$ cat src/rtl/fifo_pack.sv
// Packing FIFO (first-word-fall-through): one DATA_WIDTH word in per write, the two oldest words out per read.
// Optional sticky overflow/underflow flags are built when FIFO_PACK_ERR_EN is defined.
module fifo_pack #(
   parameter int DATA_WIDTH = 8,
   parameter int ADDR_WIDTH = 4
) (
   input  logic                    clk,
   input  logic                    reset,
   input  logic                    wr,
   input  logic                    rd,
   input  logic [DATA_WIDTH-1:0]   w_data,
   output logic [2*DATA_WIDTH-1:0] r_data,
   output logic                    empty,
   output logic                    one_left,
   output logic                    full,
   output logic [ADDR_WIDTH:0]     count
`ifdef FIFO_PACK_ERR_EN
   ,
   output logic                    ovf_err,
   output logic                    unf_err
`endif
);

   localparam int DEPTH = 2 ** ADDR_WIDTH;
   localparam logic [ADDR_WIDTH:0] CNT_ONE  = (ADDR_WIDTH + 1)'(1);
   localparam logic [ADDR_WIDTH:0] CNT_TWO  = (ADDR_WIDTH + 1)'(2);
   localparam logic [ADDR_WIDTH:0] CNT_FULL = (ADDR_WIDTH + 1)'(DEPTH);

   logic [DATA_WIDTH-1:0] mem [DEPTH];
   logic [ADDR_WIDTH-1:0] w_ptr;
   logic [ADDR_WIDTH-1:0] r_ptr;
   logic [ADDR_WIDTH-1:0] r_ptr_next_word;
   logic                  pair_avail;
   logic                  r_en;
   logic                  w_en;

   // A read needs a complete pair; a full FIFO accepts a write only while a pair leaves.
   assign pair_avail      = (count >= CNT_TWO);
   assign r_en            = rd & pair_avail;
   assign w_en            = wr & (~full | r_en);
   assign r_ptr_next_word = r_ptr + 1'b1;

   assign empty    = (count == '0);
   assign one_left = (count == CNT_ONE);
   assign full     = (count == CNT_FULL);
   assign r_data   = pair_avail ? {mem[r_ptr_next_word], mem[r_ptr]} : '0;

   // Storage is deliberately left out of reset.
   always_ff @(posedge clk) begin
      if (w_en) begin
         mem[w_ptr] <= w_data;
      end
   end

   always_ff @(posedge clk or posedge reset) begin
      if (reset) begin
         w_ptr <= '0;
         r_ptr <= '0;
         count <= '0;
      end else begin
         if (w_en) begin
            w_ptr <= w_ptr + 1'b1;
         end
         if (r_en) begin
            r_ptr <= r_ptr + 2'd2;
         end
         case ({w_en, r_en})
            2'b10:   count <= count + 1'b1;
            2'b01:   count <= count - CNT_TWO;
            2'b11:   count <= count - 1'b1;
            default: count <= count;
         endcase
      end
   end

`ifdef FIFO_PACK_ERR_EN
   // Sticky: once a request is dropped the flag holds until reset.
   always_ff @(posedge clk or posedge reset) begin
      if (reset) begin
         ovf_err <= 1'b0;
         unf_err <= 1'b0;
      end else begin
         if (wr & ~w_en) begin
            ovf_err <= 1'b1;
         end
         if (rd & ~r_en) begin
            unf_err <= 1'b1;
         end
      end
   end
`endif

endmodule

$ cat config.mk
export PLATFORM = sky130hd
export DESIGN_NAME = fifo_pack
export DESIGN_NICKNAME = d
export VERILOG_FILES = /design/src/rtl/fifo_pack.sv
export SDC_FILE = /design/constraint.sdc
export NUM_CORES = 1
export LEC_CHECK = 0
export CAP_MARGIN = 40
export CELL_PAD_IN_SITES_DETAIL_PLACEMENT = 0
export CELL_PAD_IN_SITES_GLOBAL_PLACEMENT = 1
export CORE_MARGIN = 2
export CORE_UTILIZATION = 51
export CTS_CLUSTER_SIZE = 20
export DETAILED_ROUTE_END_ITERATION = 6
export GPL_TIMING_DRIVEN = 0
export PLACE_DENSITY = 0.84
export RECOVER_POWER = 25
export SETUP_SLACK_MARGIN = 0.15
export SLEW_MARGIN = 20
export SYNTH_ARGS = -nofsm -noshare
export SYNTH_HDL_FRONTEND = slang
export SYNTH_SLANG_ARGS = --single-unit
$ cat constraint.sdc
create_clock -name clk -period 2.91 [get_ports clk]
set_input_delay 0.4365 -clock clk [delete_from_list [all_inputs] [get_ports clk]]
set_output_delay 0.4365 -clock clk [all_outputs]
set_load 0.05 [all_outputs]
==> impl_metrics.py, run 1 <==
metrics = {
    "synth": {
        "syn_nets": 338,
        "syn-instance-count": 313,
        "ys_seq_elements": 140,
        "ys_types": 33,
        "synthesis.area_um2": 5850,
        "synth_seq_area_share_pct": 70.8,
        "syn_area_per_cell_um2": 18.7,
        "synth_warnings": 0,
    },
    "sta": {
        "holdWs_ns": 0.436,
        "period_needed_ns": 2.65,
        "clock-skew-final_ns": 0.00798,
        "period_share_pct": 91.1,
        "rsz0062_at_grt": "true",
        "hold_violations": 0,
        "setup_viol": 0,
        "relSlewSlack_pct": 44.7,
        "drv_slew": 0,
        "fin_tns_setup_ns": 0,
        "fmax_mhz": 377,
        "tightest_slew_ns": 0.827,
    },
    "critical_path": {
        "cpPeakStageDelay_ns": 0.53,
        "r2r_end": "mem[13][0]",
        "start_kind": "flip-flop",
        "timing.rr.start": "count[0]",
        "crit_arrival_ns": 2.22,
        "reg2reg_slack_ns": 0.40,
        "end_kind": "output pin",
        "critPathMaxFanout": 10,
        "cp_slowest_cell": "mux4_2",
        "reg2reg_depth": 7,
        "required_ns": 2.47,
        "path_class": "flip-flop to output pin",
        "path_cells": "buf_6 > buf_12 > mux4_2 > mux2i_1 > nor2_1 > clkdlybuf4s15_2",
        "cp-startpoint": "r_ptr[1]",
    },
    "cts": {
        "clkSlewWorstSetupHoldPaths_ns": 0.06,
        "clock_path_buffers": 2,
        "cts.sinks": 140,
        "cts_tree": "done",
        "htreeDepth": 4,
        "hold_buffers": 0,
        "cts_buffers": 17,
        "root_buffer": "clkbuf_16",
        "clock_latency_ns": 0.42,
    },
    "place": {
        "placed_area_um2": 6450,
        "dpl.hpwl_um": 7150,
        "place_congestion": 0.819,
        "io_buffers": 34,
    },
    "die": {
        "die_h_um": 111,
        "ios": 36,
        "die_area_um2": 12300,
        "die_x_um": 111,
        "start_util_pct": 51.7,
        "rows": 39,
        "coreArea_um2": 11300,
    },
    "outcome": {
        "status": "completed",
    },
    "worst_hold_path": {
        "hp-class": "input port to flip-flop",
        "worstHoldStart": "rd",
        "hold_depth": 3,
        "holdPathEnd": "r_ptr[3]",
    },
    "cells_and_area": {
        "fin_nets": 397,
        "final_layout_size_suffix_gt1_share_pct": 29.1,
        "diodes": 0,
        "final_cell_area_um2": 7010,
        "mostFrequentLayoutCell": "edfxtp_1",
        "areaGrowthSynthToFinish_pct": 19.8,
        "final_cell_mix": "edfxtp_1, mux4_2, nor2_1",
        "fillers": 819,
    },
    "global_routing": {
        "grt_pass1_wl_um": 17400,
        "antenna_found_initial": 0,
        "grt_max_degree": 17,
        "grt_pass1_vias": 3056,
        "grt-ovfl-total": 0,
        "track_usage_pct": 19.5,
    },
    "pwr": {
        "finalPower_w": 0.00795,
        "max-vdd-ir-drop_uv": 805,
        "power_density_nw_per_um2": 1130,
        "leakage_nw": 2.48,
    },
    "detailed_routing": {
        "wl_per_cell_um": 21.0,
        "via_per_inst": 5.63,
        "drt_iter0_markers": 318,
        "drt_pass1_iterations": 4,
        "vias": 2970,
        "drcViolationCount": 0,
        "drtAntennaViolNets": 0,
        "routed_wl_um": 11100,
    },
    "flow_run": {
        "cap_viol_max_count": 0,
    },
}
-- power breakdown --
group	switching, W	internal, W	total (W)
Sequential	0.000133	0.00247	0.00260
Clock	0.000767	0.00128	0.00205
Combinational	0.00208	0.00122	0.00330
Total	0.00298	0.00497	0.00795
-- critical path, delay by kind of cell, from the launching register on --
family | cells | cell delay [ns]
mux | 2 | 0.70
simple gates | 1 | 0.05
buf+inv | 3 | 0.66
flops | 1 | 0.37
-- Yosys cell counts (all sizes together) --
| cell type | count | share of area (%) |
|---|---|---|
| a21oi | 1 | 0.085 |
| a41oi | 1 | 0.15 |
| and3 | 1 | 0.11 |
| buf | 13 | 1.9 |
| clkbuf | 5 | 0.32 |
| dfrtp | 12 | 5.1 |
| edfxtp | 128 | 66 |
| ha | 13 | 2.8 |
| inv | 11 | 0.71 |
| mux2 | 2 | 0.38 |
| mux2i | 19 | 3.3 |
| mux4 | 32 | 12 |
| nand2 | 10 | 0.64 |
| nand2b | 2 | 0.21 |
| nand3 | 6 | 0.51 |
| nand3b | 1 | 0.13 |
| nand4 | 1 | 0.11 |
| nand4bb | 1 | 0.47 |
| nor2 | 27 | 1.7 |
| nor3 | 6 | 0.51 |
| nor4 | 4 | 0.43 |
| nor4b | 1 | 0.15 |
| o211ai | 1 | 0.13 |
| o21a | 1 | 0.13 |
| o21ai | 4 | 0.34 |
| o221ai | 1 | 0.15 |
| o22a | 1 | 0.15 |
| xnor2 | 8 | 1.2 |
-- flip-flops by register name, indices dropped and copies added (netlist names) --
name and count:
count 5, w_ptr 4, r_ptr 3, mem 128
-- routing by layer --
layer / track usage, % / vias to the layer above / part of all wire [%]
met5: 0 / - / 0
met4: 7.49 / 0 / 1.2
met3: 4.98 / 15 / 6.9
met2: 29.7 / 107 / 49
met1: 27.5 / 1496 / 43
li1: - / 1352 / -
-- stage by stage --
| stage | std cells | setup WS, ns | utilization [%] |
|---|---|---|---|
| 6_report | 528 | 0.258 | 61.9 |
| 5_1_grt | 528 | 0.0914 | 61.9 |
| 4_1_cts | 526 | 0.107 | 62.1 |
| 3_5_place_dp | 494 | 0.0642 | 57.0 |
| 3_3_place_gp | 490 | -0.483 | 56.3 |
| 2_1_floorplan | 313 | 0.201 | - |
-- worst max-delay path by stage --
stage                      end  slack, ns  depth (start not counted)
CTS                 r_data[13]       0.11                          8
finish               r_data[3]       0.26                          6
floorplan           r_data[10]       0.20                          6
detailed placement  r_data[13]       0.06                          7
global route        r_data[13]       0.09                          8
global placement     mem[2][0]      -0.48                          4
-- cell type report --
type	count	area, µm²	share of cell area [%]
flip-flops and latches	140	4150	59.2
multi-input cells	144	1580	22.6
clock buffers	23	532	7.59
repair buffers	40	335	4.78
well taps	143	179	2.55
plain buffers	18	141	2.02
clock inverters	9	50.0	0.714
inverters	11	41.3	0.589
-- timing repair --
action | CTS | global route
setup buffers | 0 | 0
resized for setup | 57 | 30
setup endpoints to repair | 18 | 15
-- kinds of logic (layout without fill, tap and decap cells) --
family,Yosys count,in the layout,share of synthesized area [%]
flops,140,140,70.8
simple gates,60,60,5.00
mux,53,53,16.1
buf+inv,29,101,2.97
fa+ha+maj,13,13,2.78
compound gates,10,10,1.13
xor+xnor,8,8,1.20
Power figures use the tool's default switching activity.
==> run 2: changes to the inputs <==
- SETUP_SLACK_MARGIN: 0.15 -> default
==> run 2 against run 1 <==
  * Wire length about the same
  * Worst hold slack got worse by 0.00054 ns
  * Setup slack got worse by 0.13 ns
  * Critical path depth unchanged
  * Global-route usage about the same
  * Die area unchanged
  * Clock power about the same
  * Sequential share of layout area decreased by 0.13 points
  * Clock skew increased by 0.0034 ns
  * Sequential power about the same
  * Largest cell class unchanged
  * Largest power group unchanged
==> impl_metrics.py, run 2 (same netlist as run 1, synthesis figures left out) <==
metrics = {
    "critical_path": {
        "critPathMaxFanout": 10,
        "path_cells": "buf_6 > buf_12 > mux4_2 > mux2i_1 > nor2_1 > dlygate4sd2_1",
        "cpPeakStageDelay_ns": 0.54,
        "required_ns": 2.47,
        "cp_top_family": "buffers and inverters",
        "start_kind": "flip-flop",
        "crit_arrival_ns": 2.35,
        "path_buf_inv": 3,
        "path_class": "flip-flop to output pin",
        "end_kind": "output pin",
        "cp_slowest_cell": "mux4_2",
    },
    "cells_and_area": {
        "diodes": 0,
        "final_layout_size_suffix_gt1_share_pct": 27.3,
        "fillers": 818,
        "final_cell_area_um2": 7020,
        "largest_reg_flops": 128,
        "mostFrequentLayoutCell": "edfxtp_1",
        "reg.largest.list": "mem (128), count (5), w_ptr (4)",
        "regArea_um2": 4150,
        "final_cell_mix": "edfxtp_1, mux4_2, nor2_1",
        "multiInputGateArea_um2": 1580,
        "regMostFlops": "mem",
        "areaGrowthSynthToFinish_pct": 20.1,
        "fin_nets": 396,
    },
    "pwr": {
        "power_density_nw_per_um2": 1130,
        "max-vdd-ir-drop_uv": 774,
        "leakage_nw": 2.49,
        "finalPower_w": 0.00792,
    },
    "place": {
        "place_congestion": 0.819,
        "placed_area_um2": 6450,
        "dpl.hpwl_um": 7150,
        "io_buffers": 34,
    },
    "die": {
        "coreArea_um2": 11300,
        "die_h_um": 111,
        "die_area_um2": 12300,
        "rows": 39,
        "start_util_pct": 51.7,
        "ios": 36,
        "die_x_um": 111,
    },
    "sta": {
        "tightest_slew_ns": 0.813,
        "clock-skew-final_ns": 0.0114,
        "period_share_pct": 95.7,
        "drv_slew": 0,
        "setup_viol": 0,
        "fmax_mhz": 359,
        "period_needed_ns": 2.78,
        "fin_tns_setup_ns": 0,
        "relSlewSlack_pct": 45.2,
        "hold_violations": 0,
    },
    "cts": {
        "htreeDepth": 4,
        "hold_buffers": 0,
        "root_buffer": "clkbuf_16",
        "clock_latency_ns": 0.42,
        "cts_buffers": 17,
        "cts_tree": "done",
        "post_cts_resized": 37,
        "clock_path_buffers": 2,
        "postCtsSetupBuffers": 0,
        "cts.sinks": 140,
        "clkSlewWorstSetupHoldPaths_ns": 0.06,
    },
    "global_routing": {
        "antenna_found_initial": 0,
        "grt_pass1_vias": 3051,
        "track_usage_pct": 19.4,
        "grt_max_degree": 17,
        "grt_pass1_wl_um": 17400,
        "grt-ovfl-total": 0,
    },
    "detailed_routing": {
        "drt_iter0_markers": 285,
        "wl_per_cell_um": 21.0,
        "drtAntennaViolNets": 0,
        "via_per_inst": 5.64,
        "routed_wl_um": 11100,
        "drcViolationCount": 0,
        "drt_pass1_iterations": 5,
        "vias": 2973,
    },
    "worst_hold_path": {
        "hp-class": "input port to flip-flop",
    },
    "flow_run": {
        "cap_viol_max_count": 0,
    },
    "outcome": {
        "status": "completed",
    },
}
[run 2: cell count changes in the layout (fill, tap and decap cells not counted), sizes merged]
cell           previous run  this run
clkdlybuf4s15             2         4
buf                      22        23
dlygate4sd3               6         7
clkbuf                   39        29
dlymetal6s2s              0         1
dlygate4sd2               2         6
[run 2: final cells by class]
cell class                      instances  share of cell area (%)
Sequential cell                       140                    59.0
Multi-Input combinational cell        144                    22.6
Clock buffer                           23                    7.57
Timing Repair Buffer                   40                    5.06
Tap cell                              143                    2.55
Buffer                                 17                    1.94
Clock inverter                          9                   0.713
Inverter                               11                   0.588
[run 2: worst paths after layout]
path	from	endpoint	slack [ns]	depth (start not counted)
setup / recovery	r_ptr[1]	r_data[2]	0.13	6
hold / removal	rd	r_ptr[3]	0.44	3
setup reg to reg	count[0]	mem[12][7]	0.43	7
hold reg to reg	w_ptr[0]	w_ptr[3]	0.60	2
max in group asynchronous	reset	count[1]	2.07	2
min in group asynchronous	reset	count[2]	0.47	2
[run 2: power breakdown]
| group | total, W | switching (W) | internal, W |
|---|---|---|---|
| registers | 0.00262 | 0.000149 | 0.00247 |
| logic | 0.00327 | 0.00206 | 0.00121 |
| clock network | 0.00204 | 0.000763 | 0.00128 |
[run 2: metal layers]
layer	global-route usage, %	wire length, µm	share of wire, %	vias up
met5	0	0	0	-
li1	-	-	-	1347
met3	4.92	698	6.3	15
met1	27.5	4850	44	1504
met2	29.6	5380	49	107
met4	7.49	161	1.5	0
[run 2: worst min-delay path, stage by stage]
cell and delay, ns:
clkbuf_1 0.18, nand3_1 0.13, xnor2_1 0.07
[run 2: per-stage QoR]
stage	std cells	setup slack (ns)	utilization [%]	hold WS, ns
2_1_floorplan	313	0.201	-	0.301
3_3_place_gp	490	-0.483	56.3	0.590
3_5_place_dp	494	0.0642	57.0	0.608
4_1_cts	526	-0.00189	62.2	0.338
5_1_grt	527	-0.00134	62.0	0.485
6_report	527	0.125	62.0	0.436
==> variant (settings of run 1) <==
Build with the macro `FIFO_PACK_ERR_EN` defined.
--- a/src/rtl/fifo_pack.sv
+++ b/src/rtl/fifo_pack.sv
@@ -1,4 +1,6 @@
 // Packing FIFO (first-word-fall-through): one DATA_WIDTH word in per write, the two oldest words out per read.
 // Optional sticky overflow/underflow flags are built when FIFO_PACK_ERR_EN is defined.
+`define FIFO_PACK_ERR_EN
+
 module fifo_pack #(
    parameter int DATA_WIDTH = 8,
Behaviour (old outputs only; new: ovf_err and unf_err): unchanged (equiv_simple and equiv_induct, registers matched by name and starting in step).
==> variant against run 1 <==
Count of clock-buffer cells in the layout is 6 lower; sequential cell count is 2 higher; area after synthesis is 3.3% higher; combinational power is 6% higher; power is 8.1% higher; final area is 4.3% higher; clock skew is 0.0016 ns lower; cell count is 4.0% higher; worst setup slack worse by 0.025 ns; critical path depth stayed put; maximum frequency is 0.92% lower; first-iteration DRC count is 10% lower; wire length is 7.6% higher; critical endpoint is now r_data[7]; largest power group unchanged; highest routed layer unchanged.
==> variant: results (changes against run 1) <==
Hold path
  • Source of the worst hold timing path: unf_err
  • Min-Delay Endpoint: unf_err
  • Tightest Hold Check Type: reg -> reg
  • Worst hold path stage count: 1 (-2)

Drt
  • 1st-pass router iterations: 4 (unchanged)
  • Initial drt markers: 285 (-10%)
  • WL/cell: 21.7 um (+3.5%)
  • Via count: 3168 (+6.7%)

Worst setup path
  • Family with the most delay on the worst path: multiplexers
  • WP data arrival: 2.24 ns (+0.02 ns)
  • Max FO, Critical Path: 10 (unchanged)
  • Slowest stage cell, crit path: mux4_2
  • Critical Path Max Stage Delay: 0.54 ns
  • Worst R2R Setup Slack: 0.42 ns (+0.02 ns)
  • Worst r2r path cells: 6 (-1)
  • Reg2reg end: mem[3][2]
  • Reg2Reg Launch Point: count[0]

Layout
  • Largest registers: mem (128), count (5), w_ptr (4)
  • Antenna Cells: 0 (unchanged)
  • Fillers: 801 (-2.2%)
  • Reg with most FFs: mem
  • Fin nets: 418 (+5.3%)
  • Share of cells above drive strength 1: 28.6% (-0.52 points)

GRT
  • Via count of the first global-routing pass: 3344 (+9.4%)
  • Antenna violations before repair: 0 (unchanged)
  • All-layer global routing usage: 20.0% (+0.49 points)
  • Largest net degree at the start of global routing: 17 (unchanged)
  • First-pass GRT wire length: 18600 um (+6.9%)

STA
  • Least-Margin Pin Slew: 0.764 ns (-0.0626 ns)
  • Clock Skews: 0.00635 ns (-0.00162 ns)

Power and ir drop
  • Max VDD drop: 0.663 mV (-18%)
  • Pleak: 2.66 nW (+7.0%)

Outcome
  • Status: completed

Clock tree
  • CTS max path bufs: 2 (unchanged)
  • Number of buffers created by CTS: 17 (unchanged)
  • Clk root buf: clkbuf_16
  • H-tree Lvls: 4 (unchanged)
  • Clk Latency, worst-skew pair: 0.41 ns
  • Clock transition at the registers of the reported paths: 0.06 ns (about the same)

Place
  • Pre-CTS WS: -0.163 ns (-0.227 ns)
  • Hpwl dp: 7590 um (+6.1%)
  • IO buf count: 36 (+5.9%)
  • Gpl congestion: 0.790 (-3.6%)

Yosys
  • Dominant synthesized flop cell: edfxtp_1
  • Commonest cells in the netlist: edfxtp_1 (128), mux4_2 (32), nor2_1 (22)
  • EDFF count, synth: 128 (unchanged)
  • Synth Net Count: 360 (+6.5%)
  • Synth Warn #: 0 (unchanged)
  • Largest cells by area after synthesis: edfxtp_1 (64%), mux4_2 (12%), dfrtp_1 (5.8%)
  • Cell variety after synth: 45 (+36%)
  • Ys async rst share: 9.86% (+1.3 points)
  • Post-synthesis sequential area ratio: 69.4% (-1.4 points)
==> variant: power by group <==
part | internal, mW | switching (mW) | total [mW]
clock network | 1.63 | 0.855 | 2.48
logic | 1.32 | 2.17 | 3.49
registers | 2.51 | 0.116 | 2.62
total | 5.45 | 3.14 | 8.59
==> variant: logic make-up after synthesis <==
kind of cell               after synthesis  synth area share [%]
buffers and inverters                   32                  2.73
DFF                                    142                  69.4
and+or+nand+nor                         70                  6.85
xor gates and xnor gates                 7                  1.01
AOI/OAI and AO/OA                       21                  2.38
adders and majority gates               13                  2.69
muxes                                   50                  14.9
==> variant: repair_timing <==
action                     4_1_cts  5_1_grt
resized for setup               96       17
setup endpoints to repair       18       39
hold buffers                     0        0
setup buffers                    0        1
==> variant: per-layer routing <==
| layer | global-route usage (%) | share of wire [%] | vias to the layer above |
|---|---|---|---|
| met2 | 33.8 | 52 | 87 |
| met3 | 4.12 | 4.0 | 11 |
| li1 | - | - | 1427 |
| met5 | 0 | 0 | - |
| met4 | 6.83 | 1.1 | 0 |
| met1 | 26.1 | 43 | 1643 |
==> variant: area by class of cell <==
type                       count  area (um2)  area share, %
sequential                   142        4200           57.4
multi-input combinational    161        1700           23.2
clock buffer                  17         425           5.82
timing repair buffer          39         347           4.74
clock inverter                15         258           3.52
tap                          143         179           2.45
buffer                        21         170           2.33
inverter                      11        41.3          0.565
==> variant: worst max path at each step <==
| stage | from | to | slack [ns] | cells after the start |
|---|---|---|---|---|
| finish | r_ptr[1] | r_data[7] | 0.23 | 6 |
| global route | r_ptr[1] | r_data[7] | 0.11 | 6 |
| CTS | count[2] | r_data[8] | 0.08 | 9 |
| detailed placement | count[1] | r_data[8] | -0.16 | 8 |
| global placement | count[1] | mem[3][4] | -0.18 | 6 |
| floorplan | count[1] | r_data[10] | -0.02 | 7 |
==> variant: metrics by stage <==
| stage | hold WS (ns) | std cells | area (um2) | utilization (%) |
|---|---|---|---|---|
| after global routing | 0.495 | 549 | 7310 | 63.8 |
| final | 0.458 | 549 | 7310 | 63.8 |
| after global placement | 0.443 | 514 | 6580 | 57.4 |
| after CTS | 0.393 | 547 | 7270 | 63.4 |
| after floorplan | 0.326 | 335 | 6040 | - |
| after detailed placement | 0.447 | 515 | 6600 | 57.6 |
